### src/rtl/vga_fb_arbiter_if.sv
// Host-write / clear / frame-buffer RAM bundle for vga_fb_arbiter.
// master = host + RAM side, slave = the arbiter.
interface vga_fb_arbiter_if;
    logic        wr_valid;
    logic        wr_ready;
    logic [15:0] wr_addr;
    logic [11:0] wr_data;
    logic        clr_req;
    logic [11:0] clr_color;
    logic        clr_busy;
    logic        ram_en;
    logic        ram_we;
    logic [15:0] ram_addr;
    logic [11:0] ram_wdata;
    logic [11:0] ram_rdata;

    modport master (
        output wr_valid, wr_addr, wr_data, clr_req, clr_color, ram_rdata,
        input  wr_ready, clr_busy, ram_en, ram_we, ram_addr, ram_wdata
    );

    modport slave (
        input  wr_valid, wr_addr, wr_data, clr_req, clr_color, ram_rdata,
        output wr_ready, clr_busy, ram_en, ram_we, ram_addr, ram_wdata
    );
endinterface

### src/rtl/vga_fb_arbiter.sv
// Single-port frame-buffer arbiter: VGA scan-out reads on every 4th active pixel,
// host FIFO writes and a fill (clear) engine use all remaining cycles.
module vga_fb_arbiter #(
    parameter int FB_W     = 256,
    parameter int FB_WORDS = 49152,
    parameter int FIFO_D   = 4
) (
    input  logic                  clk,
    input  logic                  rst,
    input  logic [10:0]           countX_i,
    input  logic [9:0]            countY_i,
    output logic [11:0]           pixel_o,
    vga_fb_arbiter_if.slave       bus
);

    localparam int          XB        = $clog2(FB_W);
    localparam int          AW        = $clog2(FIFO_D);
    localparam logic [15:0] LAST_ADDR = 16'(FB_WORDS - 1);

    typedef enum logic {S_IDLE, S_CLEAR} state_t;

    typedef struct packed {
        logic [15:0] addr;
        logic [11:0] data;
    } wr_ent_t;

    // ---------------- slot decode ----------------
    logic        active;
    logic        slot;
    logic [15:0] disp_addr;

    assign active    = (countX_i < 11'd1024) && (countY_i < 10'd768);
    assign slot      = active && (countX_i[1:0] == 2'b00);
    assign disp_addr = 16'({countY_i[9:2], countX_i[XB+1:2]});

    // ---------------- host write FIFO ----------------
    wr_ent_t     fifo_q [FIFO_D];
    logic [AW:0] wptr_q, rptr_q, wptr_d, rptr_d;
    logic        wr_ready_q;
    logic        push, pop, empty, full_d;
    wr_ent_t     head;

    assign empty  = (wptr_q == rptr_q);
    assign head   = fifo_q[rptr_q[AW-1:0]];
    assign push   = bus.wr_valid && wr_ready_q;
    assign wptr_d = wptr_q + (AW+1)'(push);
    assign rptr_d = rptr_q + (AW+1)'(pop);
    // Extra pointer bit distinguishes full from empty when the indices match.
    assign full_d = (wptr_d[AW] != rptr_d[AW]) && (wptr_d[AW-1:0] == rptr_d[AW-1:0]);

    assign bus.wr_ready = wr_ready_q;

    always_ff @(posedge clk or negedge rst) begin
        if (!rst) begin
            wptr_q     <= '0;
            rptr_q     <= '0;
            wr_ready_q <= 1'b1;
        end else begin
            wptr_q     <= wptr_d;
            rptr_q     <= rptr_d;
            wr_ready_q <= !full_d;
        end
    end

    always_ff @(posedge clk) begin
        if (push) fifo_q[wptr_q[AW-1:0]] <= '{addr: bus.wr_addr, data: bus.wr_data};
    end

    // ---------------- clear FSM ----------------
    state_t      state_q;
    logic [15:0] clr_addr_q;
    logic [11:0] clr_color_q;
    logic        clr_busy_q;
    logic        clr_wr;

    assign bus.clr_busy = clr_busy_q;

    always_ff @(posedge clk or negedge rst) begin
        if (!rst) begin
            state_q     <= S_IDLE;
            clr_addr_q  <= '0;
            clr_color_q <= '0;
            clr_busy_q  <= 1'b0;
        end else begin
            case (state_q)
                S_IDLE: begin
                    if (bus.clr_req) begin
                        state_q     <= S_CLEAR;
                        clr_addr_q  <= '0;
                        clr_color_q <= bus.clr_color;
                        clr_busy_q  <= 1'b1;
                    end
                end
                S_CLEAR: begin
                    if (clr_wr) begin
                        if (clr_addr_q == LAST_ADDR) begin
                            state_q    <= S_IDLE;
                            clr_busy_q <= 1'b0;
                        end else begin
                            clr_addr_q <= clr_addr_q + 16'd1;
                        end
                    end
                end
                default: state_q <= S_IDLE;
            endcase
        end
    end

    // ---------------- RAM port arbitration ----------------
    // Display owns the port on its slots; the host side never stalls it.
    always_comb begin
        bus.ram_en    = 1'b0;
        bus.ram_we    = 1'b0;
        bus.ram_addr  = '0;
        bus.ram_wdata = '0;
        pop           = 1'b0;
        clr_wr        = 1'b0;
        if (slot) begin
            bus.ram_en   = 1'b1;
            bus.ram_addr = disp_addr;
        end else if (state_q == S_CLEAR) begin
            bus.ram_en    = 1'b1;
            bus.ram_we    = 1'b1;
            bus.ram_addr  = clr_addr_q;
            bus.ram_wdata = clr_color_q;
            clr_wr        = 1'b1;
        end else if (!empty) begin
            pop = 1'b1;
            // Out-of-range entries are consumed without touching the RAM.
            if (head.addr <= LAST_ADDR) begin
                bus.ram_en    = 1'b1;
                bus.ram_we    = 1'b1;
                bus.ram_addr  = head.addr;
                bus.ram_wdata = head.data;
            end
        end
    end

    // ---------------- pixel path ----------------
    logic        rd_s1_q;
    logic [1:0]  disp_pipe_q;
    logic [11:0] pix_q;

    always_ff @(posedge clk or negedge rst) begin
        if (!rst) begin
            rd_s1_q     <= 1'b0;
            disp_pipe_q <= '0;
            pix_q       <= '0;
        end else begin
            rd_s1_q     <= slot;
            disp_pipe_q <= {disp_pipe_q[0], active};
            if (rd_s1_q) pix_q <= bus.ram_rdata;
        end
    end

    assign pixel_o = disp_pipe_q[1] ? pix_q : 12'h000;

endmodule

### src/flat_wrapper.sv
// flat-port wrapper written by rule: the top's interface ports become plain ports
module vga_fb_arbiter_flat 
#(
    parameter int FB_W     = 256,
    parameter int FB_WORDS = 49152,
    parameter int FIFO_D   = 4
)
  (clk, rst, countX_i, countY_i, pixel_o, bus_wr_valid, bus_wr_addr, bus_wr_data, bus_clr_req, bus_clr_color, bus_ram_rdata, bus_wr_ready, bus_clr_busy, bus_ram_en, bus_ram_we, bus_ram_addr, bus_ram_wdata);
  vga_fb_arbiter_if bus_i ();
  input  logic clk;
  input  logic rst;
  input  logic [10:0] countX_i;
  input  logic [9:0] countY_i;
  output logic [11:0] pixel_o;
  input wire logic [$bits(bus_i.wr_valid)-1:0] bus_wr_valid;
  input wire logic [$bits(bus_i.wr_addr)-1:0] bus_wr_addr;
  input wire logic [$bits(bus_i.wr_data)-1:0] bus_wr_data;
  input wire logic [$bits(bus_i.clr_req)-1:0] bus_clr_req;
  input wire logic [$bits(bus_i.clr_color)-1:0] bus_clr_color;
  input wire logic [$bits(bus_i.ram_rdata)-1:0] bus_ram_rdata;
  output wire logic [$bits(bus_i.wr_ready)-1:0] bus_wr_ready;
  output wire logic [$bits(bus_i.clr_busy)-1:0] bus_clr_busy;
  output wire logic [$bits(bus_i.ram_en)-1:0] bus_ram_en;
  output wire logic [$bits(bus_i.ram_we)-1:0] bus_ram_we;
  output wire logic [$bits(bus_i.ram_addr)-1:0] bus_ram_addr;
  output wire logic [$bits(bus_i.ram_wdata)-1:0] bus_ram_wdata;
  assign bus_i.wr_valid = bus_wr_valid;
  assign bus_i.wr_addr = bus_wr_addr;
  assign bus_i.wr_data = bus_wr_data;
  assign bus_i.clr_req = bus_clr_req;
  assign bus_i.clr_color = bus_clr_color;
  assign bus_i.ram_rdata = bus_ram_rdata;
  assign bus_wr_ready = bus_i.wr_ready;
  assign bus_clr_busy = bus_i.clr_busy;
  assign bus_ram_en = bus_i.ram_en;
  assign bus_ram_we = bus_i.ram_we;
  assign bus_ram_addr = bus_i.ram_addr;
  assign bus_ram_wdata = bus_i.ram_wdata;
  vga_fb_arbiter #(.FB_W(FB_W), .FB_WORDS(FB_WORDS), .FIFO_D(FIFO_D)) u_core (.clk(clk), .rst(rst), .countX_i(countX_i), .countY_i(countY_i), .pixel_o(pixel_o), .bus(bus_i));
endmodule
### config.mk
export PLATFORM = sky130hd
export DESIGN_NAME = vga_fb_arbiter_flat
export DESIGN_NICKNAME = d
export VERILOG_FILES = /design/src/rtl/vga_fb_arbiter_if.sv /design/src/rtl/vga_fb_arbiter.sv /design/src/flat_wrapper.sv
export SDC_FILE = /design/constraint.sdc
export NUM_CORES = 1
export LEC_CHECK = 0
export CAP_MARGIN = 15
export CORE_MARGIN = 2
export CORE_UTILIZATION = 31
export CTS_CLUSTER_DIAMETER = 200
export CTS_CLUSTER_SIZE = 30
export DETAILED_ROUTE_END_ITERATION = 10
export PLACE_DENSITY_LB_ADDON = 0.12
export SYNTH_ARGS = -nofsm -noshare
export SYNTH_HDL_FRONTEND = slang
export SYNTH_SLANG_ARGS = --single-unit
### constraint.sdc
create_clock -name clk -period 10 [get_ports clk]
set_clock_uncertainty 0.15 [all_clocks]
set_input_delay 3 -clock clk [delete_from_list [all_inputs] [get_ports clk]]
set_output_delay 3 -clock clk [all_outputs]
set_load 0.005 [all_outputs]
# Word-level counts from Yosys, hierarchy flattened

Memories as Yosys holds them, arrays and structs flattened.
Index checks and enable logic that the tools add are counted.
W data, S select, Z words.

Divide/modulo/power cells: 0
Equality and inequality tests: 8
Bitwise operators: 1
Mux-type cells: 33
Add/sub/neg operators: 3
$mul: 0
Reduce and logical (&&, ||, !) cells: 9
Shift-type cells: 0
Magnitude comparators: 3

Operators by type and width:

| cell                    | number |
|---|---|
| $mux W16                | 7 |
| $mux W12                | 5 |
| $pmux W16 S2            | 1 |
| $mux W1                 | 18 |
| $add A16 B1 Y16 const B | 1 |
| $eq A16 B16 Y1 const B  | 1 |
| $le A16 B16 Y1 const B  | 1 |
| $lt A11 B11 Y1 const B  | 1 |
| $lt A10 B10 Y1 const B  | 1 |
| $ne A2 B2 Y1 const B    | 4 |
| $add A3 B1 Y3           | 2 |
| $reduce_and A3 Y1       | 2 |
| $logic_and A1 B1 Y1     | 4 |
| $pmux W1 S2             | 2 |
| $eq A3 B3 Y1            | 1 |
| $eq A2 B2 Y1            | 1 |
| $logic_not A2 Y1        | 1 |
| $reduce_and A2 Y1       | 1 |
| $logic_not A1 Y1        | 1 |
| $ne A1 B1 Y1            | 1 |
| $not A1 Y1              | 1 |

Bits in latches: 0
Bits in writable memories: 112
Bits in read-only memories: 0
Bits in registers: 52
Output and inout bits: 44
Logic and storage cells: 68
Bits of input ports: 77
Memories kept: 1

Memories:

| name          | words | width | read ports | clocked after Yosys merged registers in | write ports | line                 | RTL |
|---|---|---|---|---|---|---|---|
| u_core.fifo_q | 4     | 28    | 1          | 0                                       | 1           | vga_fb_arbiter.sv:37 | `wr_ent_t fifo_q [FIFO_D];` |

# Logic depth before layout (Yosys ltp)

Depth in word-level cells: 8
Gate-level depth with buffers: 12
Gate-level depth less buffers: 10

# Worst setup path after synthesis

No wires, ideal clock.

Kind: in2out
Start: input countY_i[8]
End: output bus_ram_wdata[10]
Setup slack: 2.609 ns
Stages: 6
Data required time: 6.850 ns
Buffers on the path: 3
Arrival: 4.241 ns
Cell sequence: a2111o_1 buf_2 and2_1 buf_2 buf_2 a32o_1

Cells in the longest elaborated chain, start to end: 4

RTL lines:

| element             | line                  | RTL |
|---|---|---|
| start: declaration  | flat_wrapper.sv:13    | `input logic [9:0] countY_i;` |
| $lt A10 B10 Y1      | vga_fb_arbiter.sv:32  | `assign active = (countX_i < 11'd1024) && (countY_i < 10'd768);` |
| $logic_and A1 B1 Y1 | vga_fb_arbiter.sv:32  |  |
| $logic_and A1 B1 Y1 | vga_fb_arbiter.sv:33  | `assign slot = active && (countX_i[1:0] == 2'b00);` |
| $mux W12            | vga_fb_arbiter.sv:118 | `if (slot) begin` |
| end: declaration    | flat_wrapper.sv:26    | `output wire logic [$bits(bus_i.ram_wdata)-1:0] bus_ram_wdata;` |

Every way passes these cells.

# Final worst setup path

Start: input countY_i[8]
End: output bus_ram_wdata[9]

The elaborated chain is that of the path after synthesis.

==> results.txt <==
Clock sinks -> 164
Final Hold Vio Count -> 0
Post-synth top area share -> 0.473
CP max-delay cell -> and2_1
Worst hold slack -> 0.202 ns
Setup bufs post-CTS -> 0
CTS tree -> built
RSZ-0062 raised after global routing -> no
Synth cell types -> 56
Root Buffer -> clkbuf_16
Worst-path fanout max -> 16
Antenna violations before repair -> 0
Synth Cell Area -> 0.00711 mm^2
Final setup fails -> 0
Largest area contributor in the netlist -> edfxtp_1
Hold Buf Count CTS -> 0
Average wire per standard cell -> 19.8 um
Global-route wire length before repair -> 27500 um
Max-capacitance violation count -> 0
Share of layout cells above drive strength 1 -> 0.156
Clk Latency, worst-skew pair -> 0.42 ns
Required time of the critical path -> 6.85 ns
Fin. max-slew vios -> 0
Pre-antenna DRT Iters -> 6
Core ar. -> 0.0226 mm^2
Vias in the first global route -> 4841
Pleak -> 3.30 nW
CP cell instances -> clkdlybuf4s50_1 -> a2111o_1 -> buf_4 -> and2_1 -> a32o_1 -> clkdlybuf4s50_1
Full die area -> 0.0242 mm^2
Ys async rst share -> 0.317
Gr usage total -> 0.152
Die height -> 155 um
Worst setup SP type -> input port
Slew HR -> 0.271
Fill count -> 2144
CTS clk-pin slew, worst paths -> 0.07 ns
CP dominant cell by count -> clkdlybuf4s50_1
YS warnings -> 0
Most used DFF post-synth -> edfxtp_1
Antenna-violating nets left -> 0
Setup TNS -> 0 ns
Crit Path Class -> input port to primary output
Starting Density -> 0.315
Fin worst setup slack -> 1.21 ns
H-tree levels -> 4
Layout area overhead -> 29.1%
Worst slew pin tran -> 1.09 ns
Post-Place Worst Slack -> 1.19 ns
Top area cells in the synthesized netlist -> edfxtp_1, dfrtp_1, mux4_2, nand2_1, nand3_1
Count of buffers from port buffering -> 118
Syn avg cell area -> 14.7 um^2
Num CTS Buffers -> 17
Seq cells post-synth -> 164
Minimum clock period -> 8.79 ns
Post-DP HPWL -> 11500 um
Routed WL -> 17900 um
EDFF count, synth -> 112
Routed vias/inst -> 5.02
Final period util -> 0.879
VDD IR max -> 0.112 mV
Max stage delay on crit path -> 0.66 ns
Initial DRC count -> 279
Largest net degree at the start of global routing -> 53
Rows -> 55
GPL Wtd Cong -> 0.783
Grt ovf -> 0
Io pins -> 121
Post-CTS Resized -> 0
Die Wd -> 155 um
Max clock buf depth -> 2
Syn Inst Count -> 485
Vias -> 4524
Hold Path Class -> flip-flop to flip-flop
Critical path arrival -> 5.64 ns
Crit end category -> primary output
Syn nets -> 567
Nets -> 686
Status -> completed
Ant. Diodes -> 0
Fmax -> 0.114 GHz
DRC -> 0
Sequential area share after synthesis -> 0.656
PwrDens -> 216 mW/mm^2
metal layers:
metal | vias to the layer above | global-route usage | routed length, um
li1 | 2113 | - | -
met1 | 2272 | 0.193 | 7900
met2 | 127 | 0.262 | 8950
met3 | 12 | 0.0396 | 847
met4 | 0 | 0.0367 | 163
met5 | - | 0 | 0
state kept, by name (all words and copies together) (netlist names), 2 cells and up:
| signal | count |
|---|---|
| u_core.clr_addr_q | 16 |
| u_core.disp_pipe_q | 2 |
| u_core.rptr_q | 3 |
| u_core.clr_color_q | 12 |
| u_core.fifo_q | 112 |
| u_core.wptr_q | 3 |
| u_core.pix_q | 12 |
synthesized netlist by cell type, types with 2 or more instances:
master,instances
edfxtp_1,112
nand2_1,75
dfrtp_1,51
nand3_1,45
mux4_2,27
and2_1,15
buf_2,13
a32o_1,12
mux2_2,12
clkbuf_1,10
nor2_1,7
o211ai_1,7
a211o_1,5
a21oi_1,5
ha_1,5
nand2b_1,5
buf_6,4
inv_1,4
mux2i_1,4
nand4_1,4
nor3_1,4
nor4_1,4
xnor2_1,4
xor2_1,4
and3_1,3
nor3b_1,3
nor4b_1,3
o311ai_0,3
or4_1,3
a31oi_1,2
and4_1,2
and4b_1,2
buf_1,2
or3_1,2
logic make-up (layout without fill, tap and decap cells):
group / count (synthesis) / in the layout / synth area share
mux: 44 / 44 / 0.114
simple gates: 182 / 182 / 0.128
buf+inv: 36 / 168 / 0.0264
xor+xnor: 8 / 8 / 0.00985
fa+ha+maj: 5 / 5 / 0.00880
compound gates: 46 / 46 / 0.0570
flops: 164 / 164 / 0.656
per-stage QoR:
step                      std cells  power [mW]  instance area, um^2   util
after detailed placement        869        1.36                 8590  0.380
after global routing            902        2.08                 9180  0.407
final                           902        1.98                 9180  0.407
after global placement          869        1.35                 8590  0.380
after floorplan                 485        1.16                 7110      -
after CTS                       901        2.01                 9170  0.406
critical path: cells and delay by family:
family	cells	cell delay (ns)
AND/OR/NAND/NOR	1	0.66
AO/OA/AOI/OAI	2	0.68
buffers and inverters	3	1.29
layout make-up:
class,instances,area (um^2),area share
Sequential cell,164,4670,0.508
Clock buffer,17,425,0.0463
Tap cell,285,357,0.0388
Inverter,6,25.0,0.00273
Timing Repair Buffer,130,1270,0.138
Multi-Input combinational cell,285,2280,0.248
Clock inverter,15,159,0.0173
cells in the final DEF, fill, tap and decap left out, types with 4 or more instances in the layout:
master / n
ha_1: 5
a21oi_1: 5
nor2_1: 7
mux2i_1: 4
nor4_1: 4
a32o_1: 12
xnor2_1: 4
clkdlybuf4s50_1: 117
clkbuf_16: 17
nand2_1: 75
and2_1: 15
nand2b_1: 5
nand3_1: 45
buf_4: 12
o211ai_1: 7
a211o_1: 5
dfrtp_1: 50
mux4_2: 27
inv_8: 6
inv_6: 4
mux2_2: 12
edfxtp_1: 112
xor2_1: 4
inv_1: 4
nand4_1: 4
where the power goes:
part	internal, mW	switching (mW)	total, mW
Clock	0.336	0.305	0.641
Sequential	0.865	0.0618	0.927
Combinational	0.200	0.211	0.410
Total	1.40	0.578	1.98
final timing paths:
check | startpoint | end | slack, ns | cells after the start
min reg2reg | u_core.disp_pipe_q[0] | u_core.disp_pipe_q[1] | 0.20 | 0
min in group asynchronous | rst | u_core.pix_q[8] | 2.57 | 2
min | u_core.disp_pipe_q[0] | u_core.disp_pipe_q[1] | 0.20 | 0
max reg2reg | u_core.rptr_q[0] | u_core.bus.wr_ready | 7.18 | 10
max | countY_i[8] | bus_ram_wdata[9] | 1.21 | 6
max in group asynchronous | rst | u_core.rptr_q[0] | 6.63 | 2
No activity file was read; power rests on OpenSTA's default activity.
==> variant 1, RTL diff (config.mk and constraints unchanged) <==
`FB_W` is set to 256 in 2 places; all go to 128.
--- a/src/rtl/vga_fb_arbiter.sv
+++ b/src/rtl/vga_fb_arbiter.sv
@@ -3,3 +3,3 @@
 module vga_fb_arbiter #(
-    parameter int FB_W     = 256,
+    parameter int FB_W     = 128,
     parameter int FB_WORDS = 49152,
--- a/src/flat_wrapper.sv
+++ b/src/flat_wrapper.sv
@@ -3,3 +3,3 @@
 #(
-    parameter int FB_W     = 256,
+    parameter int FB_W     = 128,
     parameter int FB_WORDS = 49152,
Check against the original RTL: not equivalent (a bounded check fails within 4 cycles, from zero or initial values and one cycle with rst low).
==> variant 1 against the original RTL <==
Via count shrank 2.7%; largest cell class unchanged; worst setup slack better by 0.24 ns; cell count fell by 1.2%; sequential power is 0.9% higher; design area down 0.44%; largest power group unchanged; power rose by 3.7%; synthesized cell count shrank 2.5%; maximum frequency is 2.8% higher; synthesized area is 0.86% lower; routed wire length fell by 4.3%; sequential cell count unchanged.
==> variant 1: results (changes against the original RTL) <==
Pre-antenna DRT Iters 4 (was 6); via/cell ratio 4.94 (was 5.02); first-pass GRT wire length 26,500 µm (was 27,500 µm); drt wl/cell 19.2 µm (was 19.8 µm); DR iter-0 viols 227 (was 279); Leak 0.00323 µW (was 0.00330 µW); worst slack at placement 1.45 ns (was 1.19 ns); Die Wd 155 µm (about the same); max_slew headroom 35.1% (was 27.1%); Synth area leaders edfxtp_1 (48%), dfrtp_1 (18%), mux4_2 (8.9%), nand2_1 (2.8%), a21oi_1 (1.9%) (was edfxtp_1 (47%), dfrtp_1 (18%), mux4_2 (8.6%), nand2_1 (4.0%), nand3_1 (3.2%)); sequential share of the synthesized area 66.2% (was 65.6%); FF-to-FF path depth 9 (was 10); r2r setup slk 7.13 ns (was 7.18 ns); Crit Path Max Fanout 18 (was 16); GP Congestion 0.785 (was 0.783); DP HPWL 10,900 µm (was 11,500 µm); vias in the first global route 4,582 (was 4,841); reg2reg start u_core.rptr_q[1]$_DFF_PN0_ (was u_core.rptr_q[0]$_DFF_PN0_); gr usage total 14.8% (was 15.2%); CP peak stage delay 0.77 ns (was 0.66 ns); status completed (unchanged); Filler cells 2,078 (was 2,144); Min Hold Slack 0.199 ns (was 0.202 ns); most frequent cells after synthesis edfxtp_1 (112), nand2_1 (52), dfrtp_1 (51), mux4_2 (28), a21oi_1 (27) (was edfxtp_1 (112), nand2_1 (75), dfrtp_1 (51), nand3_1 (45), mux4_2 (27)); via count 4,404 (was 4,524); Placed Instances 858 (was 869); Worst EP arrival 5.40 ns (was 5.64 ns); share of layout cells above drive strength 1 16.0% (was 15.6%)
[variant 1: metal layers]
layer | vias to the layer above | global-route usage, % | share of wire (%)
met5 | - | 0 | 0
met4 | 0 | 4.50 | 1.4
li1 | 2076 | - | -
met3 | 19 | 3.89 | 5.7
met2 | 121 | 25.3 | 49
met1 | 2188 | 18.5 | 44
[variant 1: report_power, final]
group	total, µW	leakage, µW	switching, µW	internal, µW
sequential	935	0.00166	70.2	864
clock	653	0.000284	277	376
combinational	465	0.00128	237	227
[variant 1: worst max-delay path by stage]
stage                startpoint                end  slack (ns)  cells after the start
floorplan           countY_i[9]  bus_ram_wdata[10]        2.56                      6
global placement    countY_i[8]   bus_ram_wdata[0]        1.46                      5
detailed placement  countY_i[8]   bus_ram_wdata[0]        1.45                      5
CTS                 countY_i[8]   bus_ram_wdata[0]        1.44                      5
global route        countY_i[8]   bus_ram_wdata[0]        1.33                      5
finish              countY_i[8]   bus_ram_wdata[0]        1.45                      5
[variant 1: critical path, delay by kind of cell]
kind | cells | cell delay (ns)
simple gates | 1 | 0.77
compound gates | 2 | 0.55
buf+inv | 2 | 1.06
[variant 1: cell type report]
type / count / area (µm²) / share of cell area (%)
clock inverters: 14 / 163 / 1.78
well taps: 285 / 357 / 3.90
multi-input cells: 276 / 2240 / 24.6
repair buffers: 130 / 1260 / 13.8
clock buffers: 18 / 429 / 4.70
flip-flops and latches: 164 / 4670 / 51.1
inverters: 4 / 15.0 / 0.164
[variant 1: cells by family after synthesis]
group / count (synthesis) / share of synthesized area, %
flip-flops: 164 / 66.2
AND/OR/NAND/NOR: 153 / 11.5
AO/OA/AOI/OAI: 66 / 6.80
multiplexers: 44 / 11.4
buffers and inverters: 33 / 2.20
XOR/XNOR: 8 / 0.994
adder cells (fa/ha/maj): 5 / 0.887
==> variant 2, RTL diff (same settings) <==
Made on the original files. Make the reset (`rst`) synchronous in 3 clocked blocks.
--- a/src/rtl/vga_fb_arbiter.sv
+++ b/src/rtl/vga_fb_arbiter.sv
@@ -52,3 +52,3 @@
 
-    always_ff @(posedge clk or negedge rst) begin
+    always_ff @(posedge clk) begin
         if (!rst) begin
@@ -77,3 +77,3 @@
 
-    always_ff @(posedge clk or negedge rst) begin
+    always_ff @(posedge clk) begin
         if (!rst) begin
@@ -143,3 +143,3 @@
 
-    always_ff @(posedge clk or negedge rst) begin
+    always_ff @(posedge clk) begin
         if (!rst) begin
Behaviour: differs if rst is asserted again (counterexample within 4 cycles, from zero or initial values and one cycle with rst low); with rst held inactive, the same outputs for 4 cycles.
==> variant 2 against the original RTL <==
Synthesized area is 3.5% lower; power is 3.2% lower; die area is 3.4% lower; core utilization is 0.79 points higher; sequential cell count stayed put; worst setup slack better by 0.29 ns; routed wire length is 4.4% lower; hold slack better by 0.11 ns; clock power is 11% higher; design area is 1.7% lower; via count is 1.9% higher; maximum frequency is 3.4% higher; sequential share of layout area is 2.0 points lower; largest power group unchanged; highest routed layer unchanged.
==> variant 2: results (changes against the original RTL) <==
Crit Path Max Fanout 19 (was 16); antenna violations before repair 1 (was 0); Pre-antenna DRT Iters 5 (was 6); sequential share of the synthesized area 64.2% (was 65.6%); clock latency on the worst-skew pair 0.42 ns (about the same); root buffer cell clkbuf_16 (unchanged); DP HPWL 11,500 µm (about the same); post-CTS sizing 0 (unchanged); Synthesis Warnings 0 (unchanged); EDFF count, synth 112 (unchanged); most frequent cells after synthesis edfxtp_1 (112), nand2_1 (53), dfxtp_1 (52), nand3_1 (52), a21oi_1 (29) (was edfxtp_1 (112), nand2_1 (75), dfrtp_1 (51), nand3_1 (45), mux4_2 (27)); FF-to-FF path depth 7 (was 10); reg2reg start u_core.rptr_q[0]$_SDFF_PN0_ (was u_core.rptr_q[0]$_DFF_PN0_); syn_nets 582 (was 567); Post-CTS Setup Inserts 0 (unchanged); GP Congestion 0.775 (was 0.783); clk slew on worst S/H paths 0.06 ns; worst hold path class register to register (unchanged); status completed (unchanged); Final nets 697 (was 686); cts bufs inserted 17 (unchanged); synth unique cells 44 (was 56); DR iter-0 viols 187 (was 279); max_slew headroom 36.4% (was 27.1%); worst-case clock buffer depth 2 (unchanged); hold depth 2 (was 0); Filler cells 1,998 (was 2,144); Synth area leaders edfxtp_1 (49%), dfxtp_1 (15%), mux4_2 (9.2%), nand3_1 (3.8%), nand2_1 (2.9%) (was edfxtp_1 (47%), dfrtp_1 (18%), mux4_2 (8.6%), nand2_1 (4.0%), nand3_1 (3.2%)); first-pass GRT wire length 26,500 µm (was 27,500 µm); Largest register FFs 112 (unchanged); r2r setup slk 6.75 ns (was 7.18 ns); ys async rst share 0% (was 31.7%); H-tree levels 4 (unchanged); Worst R2R End u_core.bus.wr_ready$_SDFF_PN1_ (was u_core.bus.wr_ready$_DFF_PN1_); Worst EP arrival 5.35 ns (was 5.64 ns); share of layout cells above drive strength 1 12.6% (was 15.6%); Leak 0.00296 µW (was 0.00330 µW); via count 4,611 (was 4,524); Hold Crit Endpoint u_core.clr_color_q[0]$_SDFFE_PN0P_ (was u_core.disp_pipe_q[1]$_DFF_PN0_); hold wc startpoint u_core.clr_color_q[0]$_SDFFE_PN0P_ (was u_core.disp_pipe_q[0]$_DFF_PN0_); worst-case vdd ir drop 0.0792 mV (was 0.112 mV); vias in the first global route 4,702 (was 4,841); port buffer count 118 (unchanged); worst slack at placement 1.47 ns (was 1.19 ns); routed wire length 17,100 µm (was 17,900 µm); gr usage total 14.7% (was 15.2%); largest net degree at the start of global routing 34 (was 53)
[variant 2: worst max-delay path: stages]
cell and delay (ns):
clkdlybuf4s50_1 0.57, a2111oi_4 0.13, a311oi_4 0.51, buf_4 0.33, nand3_1 0.16, nand3_1 0.13
clkdlybuf4s50_1 0.51
[variant 2: power breakdown]
part | leakage [µW] | switching (µW) | internal (µW)
logic | 0.00120 | 185 | 223
clock network | 0.000314 | 285 | 426
registers | 0.00145 | 37.0 | 759
[variant 2: worst max path at each step]
stage                      startpoint           endpoint  slack [ns]  depth (start not counted)
after floorplan           countY_i[9]  bus_ram_wdata[10]        2.61                          5
after global placement    countY_i[8]    bus_ram_addr[3]        1.51                          7
after detailed placement  countY_i[8]    bus_ram_addr[1]        1.47                          7
after CTS                 countY_i[8]    bus_ram_addr[1]        1.47                          7
after global routing      countY_i[8]    bus_ram_addr[4]        1.35                          7
final                     countY_i[8]    bus_ram_addr[3]        1.50                          7
[variant 2: layout make-up]
| class | count | area [µm²] | area share (%) |
|---|---|---|---|
| multi-input cells | 299 | 2320 | 25.8 |
| inverters | 5 | 18.8 | 0.208 |
| clock inverters | 15 | 216 | 2.40 |
| well taps | 280 | 350 | 3.88 |
| repair buffers | 128 | 1280 | 14.1 |
| clock buffers | 17 | 425 | 4.72 |
| diodes | 1 | 2.50 | 0.0277 |
| flip-flops and latches | 164 | 4410 | 48.9 |
[variant 2: metrics by stage]
| stage | utilization, % | cell area, µm² | power, µW | hold slack [ns] | instances |
|---|---|---|---|---|---|
| 2_1_floorplan | - | 6860 | 1030 | 0.262 | 500 |
| 3_3_place_gp | 38.4 | 8350 | 1220 | 0.294 | 875 |
| 3_5_place_dp | 38.4 | 8350 | 1230 | 0.305 | 875 |
| 4_1_cts | 41.3 | 8990 | 1940 | 0.314 | 907 |
| 5_1_grt | 41.4 | 9020 | 1990 | 0.334 | 908 |
| 6_report | 41.5 | 9020 | 1920 | 0.312 | 909 |
[variant 2: cells by family after synthesis]
family | share of synthesized area [%]
flops | 64.2
mux | 11.2
buf+inv | 2.39
fa+ha+maj | 0.912
xor+xnor | 1.02
compound gates | 6.98
simple gates | 13.3
[variant 2: routing by layer]
metal | part of all wire [%] | global-route usage (%) | routed length [µm]
met2 | 46 | 23.4 | 7880
met3 | 5.7 | 4.01 | 981
met5 | 0 | 0 | 0
met1 | 47 | 19.5 | 7960
met4 | 1.5 | 5.07 | 260
